[config.mk]
export PLATFORM = sky130hd
export DESIGN_NAME = rgb_to_yuv_encoder
export DESIGN_NICKNAME = d
export VERILOG_FILES = /design/src/rtl/rgb_to_yuv_encoder.sv
export SDC_FILE = /design/constraint.sdc
export NUM_CORES = 1
export LEC_CHECK = 0
export CAP_MARGIN = 20
export CELL_PAD_IN_SITES_DETAIL_PLACEMENT = 0
export CELL_PAD_IN_SITES_GLOBAL_PLACEMENT = 1
export CORE_ASPECT_RATIO = 1.25
export CORE_MARGIN = 2
export CORE_UTILIZATION = 50
export DETAILED_ROUTE_END_ITERATION = 8
export MAX_ROUTING_LAYER = met4
export PLACE_DENSITY_LB_ADDON = 0.3
export SLEW_MARGIN = 20
export SYNTH_ARGS = -nofsm -noshare
export SYNTH_HDL_FRONTEND = slang
export SYNTH_SLANG_ARGS = --single-unit
export TNS_END_PERCENT = 1
[constraint.sdc]
create_clock -name CLOCK_50_I -period 10.6 [get_ports CLOCK_50_I]
set_input_delay 2.12 -clock CLOCK_50_I [delete_from_list [all_inputs] [get_ports CLOCK_50_I]]
set_output_delay 2.12 -clock CLOCK_50_I [all_outputs]
set_load 0.02 [all_outputs]
[src/rtl/rgb_to_yuv_encoder.sv]
// rgb_to_yuv_encoder: reads packed RGB pixels from SRAM four at a time,
// converts them to YUV with one shared converter, averages U/V over
// horizontal pixel pairs and writes the Y, U and V planes back to SRAM.
module rgb_to_yuv_encoder #(
  parameter logic [17:0] RGB_BASE   = 18'd146944,
  parameter logic [17:0] Y_BASE     = 18'd0,
  parameter logic [17:0] U_BASE     = 18'd38400,
  parameter logic [17:0] V_BASE     = 18'd57600,
  parameter logic [14:0] NUM_GROUPS = 15'd19200
) (
  input  logic        CLOCK_50_I,
  input  logic        Reset,
  input  logic        enc_start,
  output logic        enc_done,
  output logic [17:0] SRAM_address,
  output logic [15:0] SRAM_write_data,
  output logic        SRAM_we_n,
  input  logic [15:0] SRAM_read_data
);

  localparam logic [3:0] S_IDLE  = 4'd0;
  localparam logic [3:0] S_RD0   = 4'd1;
  localparam logic [3:0] S_RD1   = 4'd2;
  localparam logic [3:0] S_RD2   = 4'd3;
  localparam logic [3:0] S_RD3   = 4'd4;
  localparam logic [3:0] S_RD4   = 4'd5;
  localparam logic [3:0] S_RD5   = 4'd6;
  localparam logic [3:0] S_WAIT0 = 4'd7;
  localparam logic [3:0] S_WAIT1 = 4'd8;
  localparam logic [3:0] S_CALC  = 4'd9;
  localparam logic [3:0] S_WR_Y0 = 4'd10;
  localparam logic [3:0] S_WR_Y1 = 4'd11;
  localparam logic [3:0] S_WR_U  = 4'd12;
  localparam logic [3:0] S_WR_V  = 4'd13;

  logic [3:0]  state;
  logic [14:0] g;
  logic [17:0] g_ext;
  logic [17:0] rgb_group_addr;
  logic        last_group;

  logic [15:0] rd_word [6];
  logic [7:0]  y_pix [4];
  logic [7:0]  u_pix [4];
  logic [7:0]  v_pix [4];

  logic        cvt_en;
  logic [1:0]  cvt_idx;
  logic [7:0]  cvt_r, cvt_g, cvt_b;
  logic signed [17:0] r_s, g_s, b_s;
  logic signed [17:0] y_sum, u_sum, v_sum;
  logic [7:0]  y_val, u_val, v_val;

  logic [8:0]  ua_sum, ub_sum, va_sum, vb_sum;

  // Saturate a signed intermediate to the 0..255 pixel range.
  function automatic logic [7:0] clip8(input logic signed [17:0] x);
    if (x < 18'sd0)
      return 8'd0;
    else if (x > 18'sd255)
      return 8'hFF;
    else
      return x[7:0];
  endfunction

  assign g_ext          = {3'd0, g};
  assign rgb_group_addr = RGB_BASE + (g_ext << 2) + (g_ext << 1);
  assign last_group     = (g == NUM_GROUPS - 15'd1);

  // Route the bytes of whichever pixel has just become complete into the converter.
  always_comb begin
    cvt_en  = 1'b0;
    cvt_idx = 2'd0;
    cvt_r   = 8'd0;
    cvt_g   = 8'd0;
    cvt_b   = 8'd0;
    case (state)
      S_RD4: begin
        cvt_en  = 1'b1;
        cvt_idx = 2'd0;
        cvt_r   = rd_word[0][15:8];
        cvt_g   = rd_word[0][7:0];
        cvt_b   = rd_word[1][15:8];
      end
      S_RD5: begin
        cvt_en  = 1'b1;
        cvt_idx = 2'd1;
        cvt_r   = rd_word[1][7:0];
        cvt_g   = rd_word[2][15:8];
        cvt_b   = rd_word[2][7:0];
      end
      S_WAIT1: begin
        cvt_en  = 1'b1;
        cvt_idx = 2'd2;
        cvt_r   = rd_word[3][15:8];
        cvt_g   = rd_word[3][7:0];
        cvt_b   = rd_word[4][15:8];
      end
      S_CALC: begin
        cvt_en  = 1'b1;
        cvt_idx = 2'd3;
        cvt_r   = rd_word[4][7:0];
        cvt_g   = rd_word[5][15:8];
        cvt_b   = rd_word[5][7:0];
      end
      default: begin
        cvt_en = 1'b0;
      end
    endcase
  end

  assign r_s = $signed({10'd0, cvt_r});
  assign g_s = $signed({10'd0, cvt_g});
  assign b_s = $signed({10'd0, cvt_b});

  assign y_sum = 18'sd66 * r_s + 18'sd129 * g_s + 18'sd25 * b_s + 18'sd128;
  assign u_sum = 18'sd112 * b_s - 18'sd38 * r_s - 18'sd74 * g_s + 18'sd128;
  assign v_sum = 18'sd112 * r_s - 18'sd94 * g_s - 18'sd18 * b_s + 18'sd128;

  assign y_val = clip8((y_sum >>> 8) + 18'sd16);
  assign u_val = clip8((u_sum >>> 8) + 18'sd128);
  assign v_val = clip8((v_sum >>> 8) + 18'sd128);

  assign ua_sum = {1'b0, u_pix[0]} + {1'b0, u_pix[1]} + 9'd1;
  assign ub_sum = {1'b0, u_pix[2]} + {1'b0, u_pix[3]} + 9'd1;
  assign va_sum = {1'b0, v_pix[0]} + {1'b0, v_pix[1]} + 9'd1;
  assign vb_sum = {1'b0, v_pix[2]} + {1'b0, v_pix[3]} + 9'd1;

  // Capture each RGB word two cycles after its address was issued.
  always_ff @(posedge CLOCK_50_I or posedge Reset) begin
    if (Reset) begin
      for (int i = 0; i < 6; i++) rd_word[i] <= 16'd0;
    end else begin
      case (state)
        S_RD2:   rd_word[0] <= SRAM_read_data;
        S_RD3:   rd_word[1] <= SRAM_read_data;
        S_RD4:   rd_word[2] <= SRAM_read_data;
        S_RD5:   rd_word[3] <= SRAM_read_data;
        S_WAIT0: rd_word[4] <= SRAM_read_data;
        S_WAIT1: rd_word[5] <= SRAM_read_data;
        default: rd_word[0] <= rd_word[0];
      endcase
    end
  end

  // Register the converted pixel into its slot within the group.
  always_ff @(posedge CLOCK_50_I or posedge Reset) begin
    if (Reset) begin
      for (int i = 0; i < 4; i++) begin
        y_pix[i] <= 8'd0;
        u_pix[i] <= 8'd0;
        v_pix[i] <= 8'd0;
      end
    end else if (cvt_en) begin
      y_pix[cvt_idx] <= y_val;
      u_pix[cvt_idx] <= u_val;
      v_pix[cvt_idx] <= v_val;
    end
  end

  // Sequence the fixed 13-cycle group and register the SRAM outputs for the next state.
  always_ff @(posedge CLOCK_50_I or posedge Reset) begin
    if (Reset) begin
      state           <= S_IDLE;
      g               <= 15'd0;
      SRAM_address    <= 18'd0;
      SRAM_write_data <= 16'd0;
      SRAM_we_n       <= 1'b1;
      enc_done        <= 1'b0;
    end else begin
      enc_done  <= 1'b0;
      SRAM_we_n <= 1'b1;
      case (state)
        S_IDLE: begin
          if (enc_start) begin
            g            <= 15'd0;
            SRAM_address <= RGB_BASE;
            state        <= S_RD0;
          end
        end
        S_RD0: begin
          SRAM_address <= SRAM_address + 18'd1;
          state        <= S_RD1;
        end
        S_RD1: begin
          SRAM_address <= SRAM_address + 18'd1;
          state        <= S_RD2;
        end
        S_RD2: begin
          SRAM_address <= SRAM_address + 18'd1;
          state        <= S_RD3;
        end
        S_RD3: begin
          SRAM_address <= SRAM_address + 18'd1;
          state        <= S_RD4;
        end
        S_RD4: begin
          SRAM_address <= SRAM_address + 18'd1;
          state        <= S_RD5;
        end
        S_RD5:   state <= S_WAIT0;
        S_WAIT0: state <= S_WAIT1;
        S_WAIT1: state <= S_CALC;
        S_CALC: begin
          SRAM_address    <= Y_BASE + (g_ext << 1);
          SRAM_write_data <= {y_pix[0], y_pix[1]};
          SRAM_we_n       <= 1'b0;
          state           <= S_WR_Y0;
        end
        S_WR_Y0: begin
          SRAM_address    <= SRAM_address + 18'd1;
          SRAM_write_data <= {y_pix[2], y_pix[3]};
          SRAM_we_n       <= 1'b0;
          state           <= S_WR_Y1;
        end
        S_WR_Y1: begin
          SRAM_address    <= U_BASE + g_ext;
          SRAM_write_data <= {ua_sum[8:1], ub_sum[8:1]};
          SRAM_we_n       <= 1'b0;
          state           <= S_WR_U;
        end
        S_WR_U: begin
          SRAM_address    <= V_BASE + g_ext;
          SRAM_write_data <= {va_sum[8:1], vb_sum[8:1]};
          SRAM_we_n       <= 1'b0;
          enc_done        <= last_group;
          state           <= S_WR_V;
        end
        S_WR_V: begin
          if (last_group) begin
            state <= S_IDLE;
          end else begin
            g            <= g + 15'd1;
            SRAM_address <= rgb_group_addr + 18'd6;
            state        <= S_RD0;
          end
        end
        default: state <= S_IDLE;
      endcase
    end
  end

endmodule
Word level (Yosys, flattened, before mapping). Cells that the tools add are included.

Add/sub/neg operators: 27. Multiply operators: 9. Order comparisons: 8. Equal/unequal tests: 16. Multiplexer cells: 28. Bitwise logic cells: 1. Reductions and logical operators: 10.

Operators with widths (count): case mux 18 bit (6 select lines) (1); bitwise mux 32 bit (3); case mux 8 bit (4 select lines) (3); case mux 16 bit (4 select lines) (1); 2-to-1 mux 8 bit (7); case mux 4 bit (14 select lines) (1); multiplier 6 x 8 -> 14 bit, first input constant (3); adder 17 x 9 -> 18 bit, second input constant (2); adder 8 x 8 -> 9 bit (4); adder 9 x 1 -> 9 bit, second input constant (4); 2-to-1 mux 18 bit (2); adder 16 x 15 -> 17 bit, first input constant (2); > comparator 11 x 9 -> 1 bit, second input constant (3); < comparator 11 x 1 -> 1 bit, second input constant (3); 2-to-1 mux 15 bit (2); case mux 15 bit (2 select lines) (1); multiplier 5 x 8 -> 13 bit, first input constant (2); == test 4 bit, second input constant (6); adder 10 x 9 -> 11 bit, second input constant (2); multiplier 3 x 8 -> 11 bit, first input constant (2); adder 17 x 13 -> 18 bit (1); adder 18 x 1 -> 18 bit, second input constant (1); adder 18 x 16 -> 18 bit (1); adder 18 x 17 -> 18 bit, first input constant (1); other kinds (31) (41).

Register bits after elaboration: 247. Input port bits: 19. Output and inout port bits: 36. Word-level logic and storage cells: 123.

Depth between registers and ports, before layout.
Depth in word-level cells: 11. Depth in mapped cells: 42. Depth with buffers taken out: 38.

Worst setup path before layout. OpenSTA, ideal clock, no wires.

Path type: register to register. Start: register state[0]. End: register v_pix[15] (netlist bit). Setup time: 135 ps. Arrival time: 8574 ps. Data required time: 10465 ps. Setup slack: 1891 ps. Cell stages (with the launch flop): 39. Cell sequence: dfrtp_1 clkbuf_1 nand2b_1 nor2_1 clkbuf_1 buf_1 a22oi_1 nand3_1 inv_1 fa_1 inv_1 ha_1 fa_1 fa_1 inv_1 ha_1 nand2_1 nor3_1 [... 3 more ...] nor4_1 or3_1 xnor2_1 ha_1 ha_1 nand2_1 a21oi_1 a221o_1 a221o_1 a21oi_1 xor2_1 inv_1 ha_1 xnor2_1 nand2b_1 buf_4 a211oi_1 o21ai_0.

Cells in the longest elaborated chain, start to end: 11. Elaborated cells between the ends (all ways): 28. Those cells by class: add/sub: 4; mul: 3; order compare: 4; eq/ne: 4; mux: 10; bitwise: 1; reduce/logical: 2.

Ends and longest elaborated chain: from (decl) (RTL line 36) `logic [3:0] state;`; from (signal assigned) (RTL line 164) `state <= S_IDLE;`; from (signal assigned) (RTL line 178) `state <= S_RD0;`; from (signal assigned) (RTL line 183) `state <= S_RD1;`; == test 4 bit or == test 4 x 3 -> 1 bit (tied branches) (RTL line 77) `case (state)`; case mux 8 bit (4 select lines) (RTL line 77); multiplier 6 x 8 -> 14 bit or multiplier 3 x 8 -> 11 bit (tied branches) (RTL line 118) `assign v_sum = 18'sd112 * r_s - 18'sd94 * g_s - 18'sd18 * b_s + 18'sd128;`; subtractor 15 x 15 -> 16 bit (RTL line 118); subtractor 16 x 14 -> 17 bit (RTL line 118); adder 17 x 9 -> 18 bit (RTL line 118); adder 10 x 9 -> 11 bit (RTL line 122) `assign v_val = clip8((v_sum >>> 8) + 18'sd128);`; > comparator 11 x 9 -> 1 bit (RTL line 60) `else if (x > 18'sd255)`; 2-to-1 mux 8 bit (RTL line 60); 2-to-1 mux 8 bit (RTL line 58) `if (x < 18'sd0)`; bitwise mux 32 bit (RTL line 157) `v_pix[cvt_idx] <= v_val;`; to (signal, indexed assignment) (RTL line 157); to (decl) (RTL line 45) `logic [7:0] v_pix [4];`.

Parallel ways exist; a longest one is shown, timed or not. A chain may end at the register's enable or synchronous reset.

Worst setup path in the final report.
Start: register state[1]. End: register v_pix[14] (netlist bit).

The elaborated chain is that of the path after synthesis.

==> results by group <==
Job
  – Number of max-capacitance violations reported: 0

Worst setup path
  – Kind of critical path: reg -> reg
  – Worst setup path end: v_pix[14]
  – Critical path startpoint: state[1]
  – Data arrival time of the critical path: between 10,000 and 15,000 ps
  – Crit path required time: ~11,000 ps
  – Worst reg2reg startpoint: state[1]
  – Slowest cell on crit path: sky130_fd_sc_hd__dfrtp_1
  – Type of origin of the critical path: register
  – Worst-case register-to-register setup slack: between 800 and 900 ps
  – Maximum cell stage delay along the critical path: about 660 ps
  – Worst Reg-to-Reg Cells: 35
  – Destination of the worst register-to-register timing path: v_pix[14]
  – Worst Setup End Kind: register
  – Worst-path maximum fanout: 22

Detailed routing
  – Vias after detailed routing: approximately 17,000
  – Total routed wirelength: between 50,000 and 60,000 um
  – Pre-antenna DRT Iters: 6
  – Via-per-instance ratio: 5.63
  – Number of violations reported at the end of detailed-routing iteration 0: 846
  – Drt drc: 0
  – Remaining antenna violation count after routing: 0
  – Routed wire per std cell: around 18 um

Yosys
  – Simple-gate share of the synthesized area: 14.1%
  – Adder-Cell Fraction of Synth Area: between 20% and 30%
  – Synthesis warning total: 0
  – Synthesized netlist net count: roughly 2,800
  – Synth Area in XOR/XNOR: 5.67%
  – Leading register cell type out of synthesis: sky130_fd_sc_hd__dfrtp_1
  – Average size of a mapped cell: ~8.9 sq um
  – Share of async-settable or async-resettable flops after synthesis: 100%
  – Top cells by area, synth: sky130_fd_sc_hd__dfrtp_1 (29%), sky130_fd_sc_hd__ha_1 (19%), sky130_fd_sc_hd__fa_1 (6.8%)
  – Synth unique cells: 75
  – Portion of synthesized cell area occupied by the leading cell type: between 20 and 30%
  – Flop and latch count out of synthesis: 247
  – Synth Instances: about 2,400
  – Synth top cells by count: sky130_fd_sc_hd__nand2_1 (369), sky130_fd_sc_hd__ha_1 (321), sky130_fd_sc_hd__dfrtp_1 (246)
  – Number of flops mapped to enable cells by yosys: 0
  – Fraction of the yosys area taken by sequential cells: 29.2%
  – Synth Area in Compound Gates: between 10% and 20%
  – Most numerous cell in the Yosys netlist: sky130_fd_sc_hd__nand2_1
  – Mux share of post-synthesis cell area: slightly below 3%
  – Post-synth design cell area: between 0.02 and 0.025 sq mm
  – Post-synthesis cell type with the largest combined area: sky130_fd_sc_hd__dfrtp_1
  – Dominant combinational cell family by area after synthesis: adder cells

Global routing
  – Via count of the first global-routing pass: around 17,000
  – GRT Resource Usage Total: 25.9%
  – GR Overflow Total: 0
  – Largest net degree at the start of global routing: 136
  – Global-route wire length before repair: between 80,000 and 90,000 um
  – Number of antenna violations at the first check in global routing: 0

Placement
  – Post-placement setup slack: 916 ps
  – Input/output buffers: between 50 and 60
  – Hpwl dp: approximately 40,000 um
  – Final RePlAce weighted congestion: around 0.90

Die
  – CORE AREA: 0.0419 sq mm
  – Die width: 188 um
  – Effective utilization at floorplan: between 50 and 60%
  – Count of boundary I/O pins: 55
  – Area of the die: about 0.044 sq mm
  – Row count: 84
  – Die height: 234 um

Clocking
  – Clock latency on the worst-skew pair: between 500 and 600 ps
  – CTS Sinks: between 200 and 250
  – Resize count post-CTS: 0
  – CTS tree: built
  – Clock transition at the registers of the reported paths: about 60 ps
  – Number of buffers added to fix hold violations after cts: 0
  – Number of clock buffers inserted by TritonCTS: 27
  – Maximum count of clock buffers along a single path: 3
  – Number of H-tree levels: 1
  – Root buffer selected by CTS: sky130_fd_sc_hd__clkbuf_16
  – Buffers inserted by post-CTS timing repair: 0

STA
  – Final worst-path setup slack: roughly 850 ps
  – Total Negative Setup Slacks: 0 ps
  – Count of final hold-check violations: 0
  – Max Clk Rate: between 0.1 and 0.15 GHz
  – Final worst path period need: slightly below 10,000 ps
  – Final period util: 92.0%
  – Setup violation total in the final timing report: 0
  – Clock tree skew after final layout: 28.8 ps
  – Worst rel slew slack: between 20 and 30%
  – Final Slew Violations: 0
  – Unrepaired setup endpoints after global routing: no
  – Worst Max-Slew Pin Slew: 1060 ps

Finish
  – Number of nets in the finished design: ~2,800
  – Fraction of final layout cells sized beyond drive strength 1: under 10%
  – Post-route core utilization: 55.5%
  – Syn-to-layout area delta: 10.1%
  – Number of antenna diodes: 0

Worst hold path
  – Class of the worst hold path: reg -> reg

Outcome
  – Outcome: completed
-- logic make-up (layout without fill, tap and decap cells) --
kind of cell	Yosys count	in the layout
compound gates	556	556
xor+xnor	136	136
fa+ha+maj	394	394
buf+inv	308	363
flops	247	247
mux	55	55
simple gates	684	684
-- metal layers --
| metal | part of all wire [%] | vias to the layer above | global-route usage (%) |
|---|---|---|---|
| met5 | 0 | - | - |
| met4 | 2.8 | 0 | 7.36 |
| met3 | 2.7 | 88 | 2.01 |
| met2 | 51 | 283 | 45.6 |
| met1 | 44 | 8175 | 32.2 |
| li1 | - | 8309 | - |
-- placed cells by master (no fill, tap or decap), types with 16 or more instances in the layout --
master                            Yosys  final
sky130_fd_sc_hd__xor2_1              46     46
sky130_fd_sc_hd__nand2_1            369    366
sky130_fd_sc_hd__xnor2_1             89     89
sky130_fd_sc_hd__nor2b_1             24     24
sky130_fd_sc_hd__o21bai_1            19     19
sky130_fd_sc_hd__a21o_1              34     34
sky130_fd_sc_hd__a22oi_1             23     23
sky130_fd_sc_hd__and3_1              19     19
sky130_fd_sc_hd__o21ai_1             32     32
sky130_fd_sc_hd__mux2_2              50     50
sky130_fd_sc_hd__inv_1              231    230
sky130_fd_sc_hd__dfrtp_1            246    246
sky130_fd_sc_hd__o21a_1              16     16
sky130_fd_sc_hd__clkbuf_16            0     27
sky130_fd_sc_hd__nor3_1              30     27
sky130_fd_sc_hd__o21ai_0            195    195
sky130_fd_sc_hd__nand2b_1            22     22
sky130_fd_sc_hd__nand3_1             44     43
sky130_fd_sc_hd__fa_1                72     72
sky130_fd_sc_hd__a31oi_1             17     17
sky130_fd_sc_hd__nor2_1             122    117
sky130_fd_sc_hd__a222oi_1            24     24
sky130_fd_sc_hd__a21oi_1            101    101
sky130_fd_sc_hd__clkdlybuf4s50_1      0     54
sky130_fd_sc_hd__buf_4                1     28
sky130_fd_sc_hd__ha_1               321    321
-- worst max-delay path: cells and delay by family, from the launching register on --
family	cells	cell delay, ps
adder cells (fa/ha/maj)	8	2980
AO/OA/AOI/OAI	10	2240
XOR/XNOR	4	660
AND/OR/NAND/NOR	7	2340
flip-flops	1	660
buffers and inverters	6	680
-- flip-flops by register name, indices dropped and copies added (netlist names) --
register / flops
rd_word: 96
u_pix: 32
v_pix: 32
y_pix: 32
SRAM_address: 18
SRAM_write_data: 16
g: 15
state: 4
SRAM_we_n: 1
enc_done: 1
-- worst min-delay path by stage --
stage | from | endpoint | slack [ps] | cells after the start
2_1_floorplan | rd_word[32] | rd_word[32] | 440 | 2
3_3_place_gp | rd_word[54] | rd_word[54] | 460 | 2
3_5_place_dp | rd_word[55] | rd_word[55] | 460 | 2
4_1_cts | rd_word[55] | rd_word[55] | 480 | 2
5_1_grt | rd_word[57] | rd_word[57] | 490 | 2
6_report | rd_word[37] | rd_word[37] | 470 | 2
-- area by class of cell --
type,instances,area (sq um)
clock buffer,42,812
fill,3861,18700
clock inverter,5,52.6
timing repair buffer,84,791
multi-input combinational,1825,13800
inverter,232,878
tap,559,699
sequential,247,6180
-- stage by stage --
step                cells  instance area, sq um  hold WS [ps]
detailed placement   2947                 22400           462
CTS                  2994                 23300           477
finish               2994                 23300           474
global placement     2947                 22400           458
global route         2994                 23300           488
floorplan            2380                 21100           438
Power is left out: the tool's default activity adds up to more than one toggle a clock period on the data nets, which glitch-free logic cannot reach.
